**config.mk**
```make
export PLATFORM = sky130hd
export DESIGN_NAME = scan_ctr_regs
export DESIGN_NICKNAME = d
export VERILOG_FILES = /design/src/rtl/scan_ctr_regs.sv
export SDC_FILE = /design/constraint.sdc
export NUM_CORES = 1
export LEC_CHECK = 0
export CORE_ASPECT_RATIO = 1.5
export CORE_MARGIN = 8
export CORE_UTILIZATION = 30
export DETAILED_ROUTE_END_ITERATION = 16
export PLACE_DENSITY_LB_ADDON = 0.2
export SLEW_MARGIN = 25
export SYNTH_ARGS = -nofsm -noshare
export SYNTH_HDL_FRONTEND = slang
export SYNTH_SLANG_ARGS = --single-unit
```
**constraint.sdc**
```tcl
create_clock -name clk -period 4.5 [get_ports clk]
set_input_delay 0.675 -clock clk [delete_from_list [all_inputs] [get_ports clk]]
set_output_delay 0.675 -clock clk [all_outputs]
set_load 0.01 [all_outputs]
```
**src/rtl/scan_ctr_regs.sv**
```systemverilog
// Scan control-register responder: holds ctr1/ctr2 and answers scan accesses with a
// single-cycle ctr_ready after LATENCY edges. Define SCAN_CTR_SHADOW_EN to make ctr1/ctr2
// shadow registers that reach the core only on cfg_commit.
module scan_ctr_regs #(
    parameter int unsigned LATENCY  = 1,
    parameter logic [16:0] CTR1_RST = 17'h0,
    parameter logic [14:0] CTR2_RST = 15'h0
) (
    input  logic        clk,
    input  logic        rst_n,
    input  logic        ctr_ren,
    input  logic        ctr_wen,
    input  logic [16:0] ctr1_wdata,
    input  logic [14:0] ctr2_wdata,
    output logic [16:0] ctr1_rdata,
    output logic [14:0] ctr2_rdata,
    output logic        ctr_ready,
    output logic [16:0] cfg_ctr1,
    output logic [14:0] cfg_ctr2,
    output logic        cfg_update,
    input  logic        cfg_commit
);

    typedef enum logic [1:0] {
        IDLE,
        WAIT,
        DONE,
        HOLD
    } state_t;

    localparam logic [3:0] LAST_WAIT = 4'(LATENCY - 1);

    state_t      state;
    state_t      next_state;
    logic [3:0]  counter;
    logic        op_wr;
    logic [16:0] wdata1_q;
    logic [14:0] wdata2_q;
    logic [16:0] ctr1;
    logic [14:0] ctr2;

    logic        accept;
    logic        enter_done;
    logic        done_wr;
    logic [16:0] done_wdata1;
    logic [14:0] done_wdata2;

    // NOTE: sequential state is always updated with <= so every flop samples pre-edge values.
    always_ff @(posedge clk or negedge rst_n) begin
        if (!rst_n) begin
            state <= IDLE;
        end else begin
            state <= next_state;
        end
    end

    // NOTE: next_state gets a default before the case so no path leaves it unassigned (no latch).
    always_comb begin
        next_state = state;
        case (state)
            IDLE: begin
                if (ctr_ren || ctr_wen) begin
                    next_state = (LATENCY == 1) ? DONE : WAIT;
                end
            end
            WAIT: begin
                if (counter == LAST_WAIT) begin
                    next_state = DONE;
                end
            end
            DONE: next_state = HOLD;
            HOLD: begin
                if (!ctr_ren && !ctr_wen) begin
                    next_state = IDLE;
                end
            end
            default: next_state = IDLE;
        endcase
    end

    // With LATENCY=1 the DONE-entering edge is the acceptance edge, so the live inputs apply.
    always_comb begin
        ctr_ready   = (state == DONE);
        accept      = (state == IDLE) && (ctr_ren || ctr_wen);
        enter_done  = (next_state == DONE);
        done_wr     = accept ? ctr_wen    : op_wr;
        done_wdata1 = accept ? ctr1_wdata : wdata1_q;
        done_wdata2 = accept ? ctr2_wdata : wdata2_q;
    end

    // NOTE: every flop here, data included, is async-reset so an aborted request leaves no residue.
    always_ff @(posedge clk or negedge rst_n) begin
        if (!rst_n) begin
            counter  <= '0;
            op_wr    <= 1'b0;
            wdata1_q <= '0;
            wdata2_q <= '0;
        end else if (accept) begin
            counter  <= 4'd1;
            op_wr    <= ctr_wen;
            wdata1_q <= ctr1_wdata;
            wdata2_q <= ctr2_wdata;
        end else if (state == WAIT) begin
            counter <= counter + 4'd1;
        end
    end

    // rdata only changes on entry to DONE and otherwise holds until reset.
    always_ff @(posedge clk or negedge rst_n) begin
        if (!rst_n) begin
            ctr1       <= CTR1_RST;
            ctr2       <= CTR2_RST;
            ctr1_rdata <= '0;
            ctr2_rdata <= '0;
        end else if (enter_done) begin
            if (done_wr) begin
                ctr1       <= done_wdata1;
                ctr2       <= done_wdata2;
                ctr1_rdata <= done_wdata1;
                ctr2_rdata <= done_wdata2;
            end else begin
                ctr1_rdata <= ctr1;
                ctr2_rdata <= ctr2;
            end
        end
    end

`ifdef SCAN_CTR_SHADOW_EN
    // A commit on the same edge as a DONE write forwards the value being written.
    always_ff @(posedge clk or negedge rst_n) begin
        if (!rst_n) begin
            cfg_ctr1   <= CTR1_RST;
            cfg_ctr2   <= CTR2_RST;
            cfg_update <= 1'b0;
        end else begin
            cfg_update <= cfg_commit;
            if (cfg_commit) begin
                cfg_ctr1 <= (enter_done && done_wr) ? done_wdata1 : ctr1;
                cfg_ctr2 <= (enter_done && done_wr) ? done_wdata2 : ctr2;
            end
        end
    end
`else
    logic unused_cfg_commit;
    assign unused_cfg_commit = cfg_commit;

    always_ff @(posedge clk or negedge rst_n) begin
        if (!rst_n) begin
            cfg_ctr1   <= CTR1_RST;
            cfg_ctr2   <= CTR2_RST;
            cfg_update <= 1'b0;
        end else begin
            cfg_update <= enter_done && done_wr;
            if (enter_done && done_wr) begin
                cfg_ctr1 <= done_wdata1;
                cfg_ctr2 <= done_wdata2;
            end
        end
    end
`endif

endmodule

```
==> summary.md <==
| Metric | Value |
|---|---|
| Final Hold Vio Count | 0 |
| Yosys warns | 0 |
| Starting Density | 30.5% |
| Initial antenna violation count | 0 |
| Num CTS Buffers | 9 |
| FF+latch count, synth | 72 |
| Largest net degree at the start of global routing | 73 |
| Hold Crit Class | input port to asynchronous set/reset pin |
| Vias in the first global route | 1966 |
| Yosys cell types | 23 |
| Drt wl/cell | 15.3 microns |
| Fillers | 1003 |
| Root buf cell | clkbuf_16 |
| Max-Cap Viols | 0 |
| Overall Global Routing Usage | 9.72% |
| Avg Inst Size Synth | 15.4 sq um |
| Port Buffers | 101 |
| Worst-path fanout max | 17 |
| DP Worst Slack | 1460 ps |
| Post-CTS Hold Buffers | 0 |
| Clock tree sinks | 72 |
| First-pass GRT wire length | 10600 microns |
| CP startpoint | ctr_wen |
| Worst path depth | 5 |
| Placer Congestion | 0.684 |
| Dpl cell area | 4120 sq um |
| R2r worst-path depth | 5 |
| P per Cell Area | 755 nW/um^2 |
| Sum of negative setup slack | 0 ps |
| Critical path endpoint | cfg_ctr2[8] |
| Postcts setup bufs | 0 |
| CP Launch Type | input port |
| Register area share after synthesis | 56.1% |
| Clock Skews | 4.85 ps |
| CP max stage delay | 750 ps |
| DP Cell Count | 416 |
| Die area | 14300 sq um |
| Clock-pin slew on the worst setup and hold paths | 60 ps |
| DR vias/cell | 4.26 |
| Critical path's top delay family | buffers and inverters |
| DP Wirelength | 4550 microns |
| Final Util | 41.8% |
| Post-Syn Area | 3210 sq um |
| Layout Cell Area excl Fill | 4400 sq um |
| Critical Path RT | 4710 ps |
| Final nets | 323 |
| Vias | 1841 |
| Max transition margin | 35.8% |
| H-Tree Level Count | 3 |
| Final wirelength | 6630 microns |
| RSZ-0062 raised after global routing | no |
| Worst-path cell chain | clkdlybuf4s50_1, mux2i_1, nor3_4, buf_12, mux2_2 |
| Static leakage | 1.96 nW |
| Area grow syn2layout | 37.0% |
| Clock tree buffer depth | 2 |
| Post-CTS resize count | 0 |
| Min Tclk post-route | 2620 ps |
| Reg-to-reg setup timing slack | 2070 ps |
| Ant diodes | 0 |
| Starting DRT DRC Count | 40 |
| Drt first pass iters | 3 |
| Synth Instances | 209 |
| Max stage delay cell, worst path | nor3_4 |
| Number of I/O pins | 103 |
| Final ANT Viol Nets | 0 |
| Die W | 101 microns |
| Core Rows | 46 |
| Critical R2R Capture | cfg_ctr2[8] |
| Non-Filler Instances | 432 |
| Skew-Pair Late Insertion Delay | 330 ps |
| Final Max Slew Viols | 0 |
| Core footprint | 10500 sq um |
| Setup Crit Path Kind | input port to flop |
| Gr ovfl total | 0 |
| Fin crit share | 58.1% |
| Buf+Inv Stages, Crit Path | 2 |
| Final WS setup | 1880 ps |
| DRC errors left | 0 |
| Peak Freq | 382 MHz |
| Syn Nets | 248 |
| Outcome | completed |
| CTS tree | built |
| Worst vdd ir | 0.000244 V |
| Final setup viols | 0 |
| Worst Tran Pin Value | 960 ps |
| Worst r2r src | state[1] |
| Critical Path AT | 2820 ps |
| Die H | 143 microns |
| Crit. End Element | flop |
| Layout cells sized above 1 | 30.6% |
layer usage:
layer / vias up / track usage (%) / part of all wire [%]
met5: - / 0 / 0
met4: 0 / 6.24 / 2.5
met3: 10 / 3.07 / 6.8
met2: 54 / 16.3 / 52
met1: 945 / 10.3 / 39
li1: 832 / - / -
stage by stage:
stage	hold slack, ps	total power [mW]
global route	275	3.54
floorplan	379	2.18
detailed placement	474	2.75
CTS	491	3.39
finish	259	3.32
global placement	473	2.72
worst reg2reg max path, cell delays in order (launching register included):
cell      delay (ps)
dfrtp_1          610
nand2b_4         240
a21oi_2           70
nor3_4           780
buf_12           260
mux2_2           350
cells in the mapped netlist (all sizes together):
cell type	number	area share, %
dfrtp	72	56
mux2	65	27
buf	40	10
nand2	4	0.47
nor2	4	0.97
nor3	4	0.97
a22o	3	0.82
inv	3	0.35
o21ai	3	0.58
a21o	2	0.47
a21oi	2	0.43
ha	2	0.78
mux2i	1	0.31
nand2b	1	0.43
nand3	1	0.16
nor2b	1	0.19
or2	1	0.19
kinds of logic after synthesis:
logic type	Yosys count	share of synthesized area, %
adders and majority gates	2	0.779
and+or+nand+nor	16	3.39
muxes	66	26.8
AOI/OAI and AO/OA	10	2.30
buffers and inverters	43	10.6
DFF	72	56.1
sequential cells by signal (all words and copies together) (netlist names):
signal / count
cfg_ctr1: 17
wdata1_q: 17
cfg_ctr2: 15
wdata2_q: 15
counter: 4
state: 2
cfg_update: 1
op_wr: 1
area by class of cell:
cell class / count / area, sq um / area share (%)
inverters: 3 / 11.3 / 0.256
clock buffers: 11 / 233 / 5.29
well taps: 144 / 180 / 4.09
clock inverters: 4 / 22.5 / 0.512
flip-flops and latches: 72 / 1800 / 40.9
multi-input cells: 94 / 1080 / 24.5
repair buffers: 104 / 1080 / 24.4
layout by cell type (no fill, tap or decap), drive strengths merged:
master,count
a21o,2
a21oi,2
a22o,3
buf,4
clkbuf,11
clkdlybuf4s50,100
clkinv,3
clkinvlp,1
dfrtp,72
ha,2
inv,3
mux2,65
mux2i,1
nand2,4
nand2b,1
nand3,1
nor2,4
nor2b,1
nor3,4
o21ai,3
or2,1
worst min path at each step:
stage,startpoint,to,slack [ps],cells after the start
floorplan,rst_n,cfg_ctr1[0],380,0
global placement,wdata1_q[3],wdata1_q[3],470,1
detailed placement,wdata1_q[9],wdata1_q[9],470,1
CTS,wdata1_q[3],wdata1_q[3],490,1
global route,rst_n,cfg_ctr2[10],270,1
finish,rst_n,cfg_ctr2[10],260,1
report_power, final:
part	internal [mW]	leakage (nW)	switching, mW
registers	0.975	0.863	0.201
logic	0.992	0.967	0.539
clock network	0.367	0.125	0.251
Power figures use the tool's default switching activity.
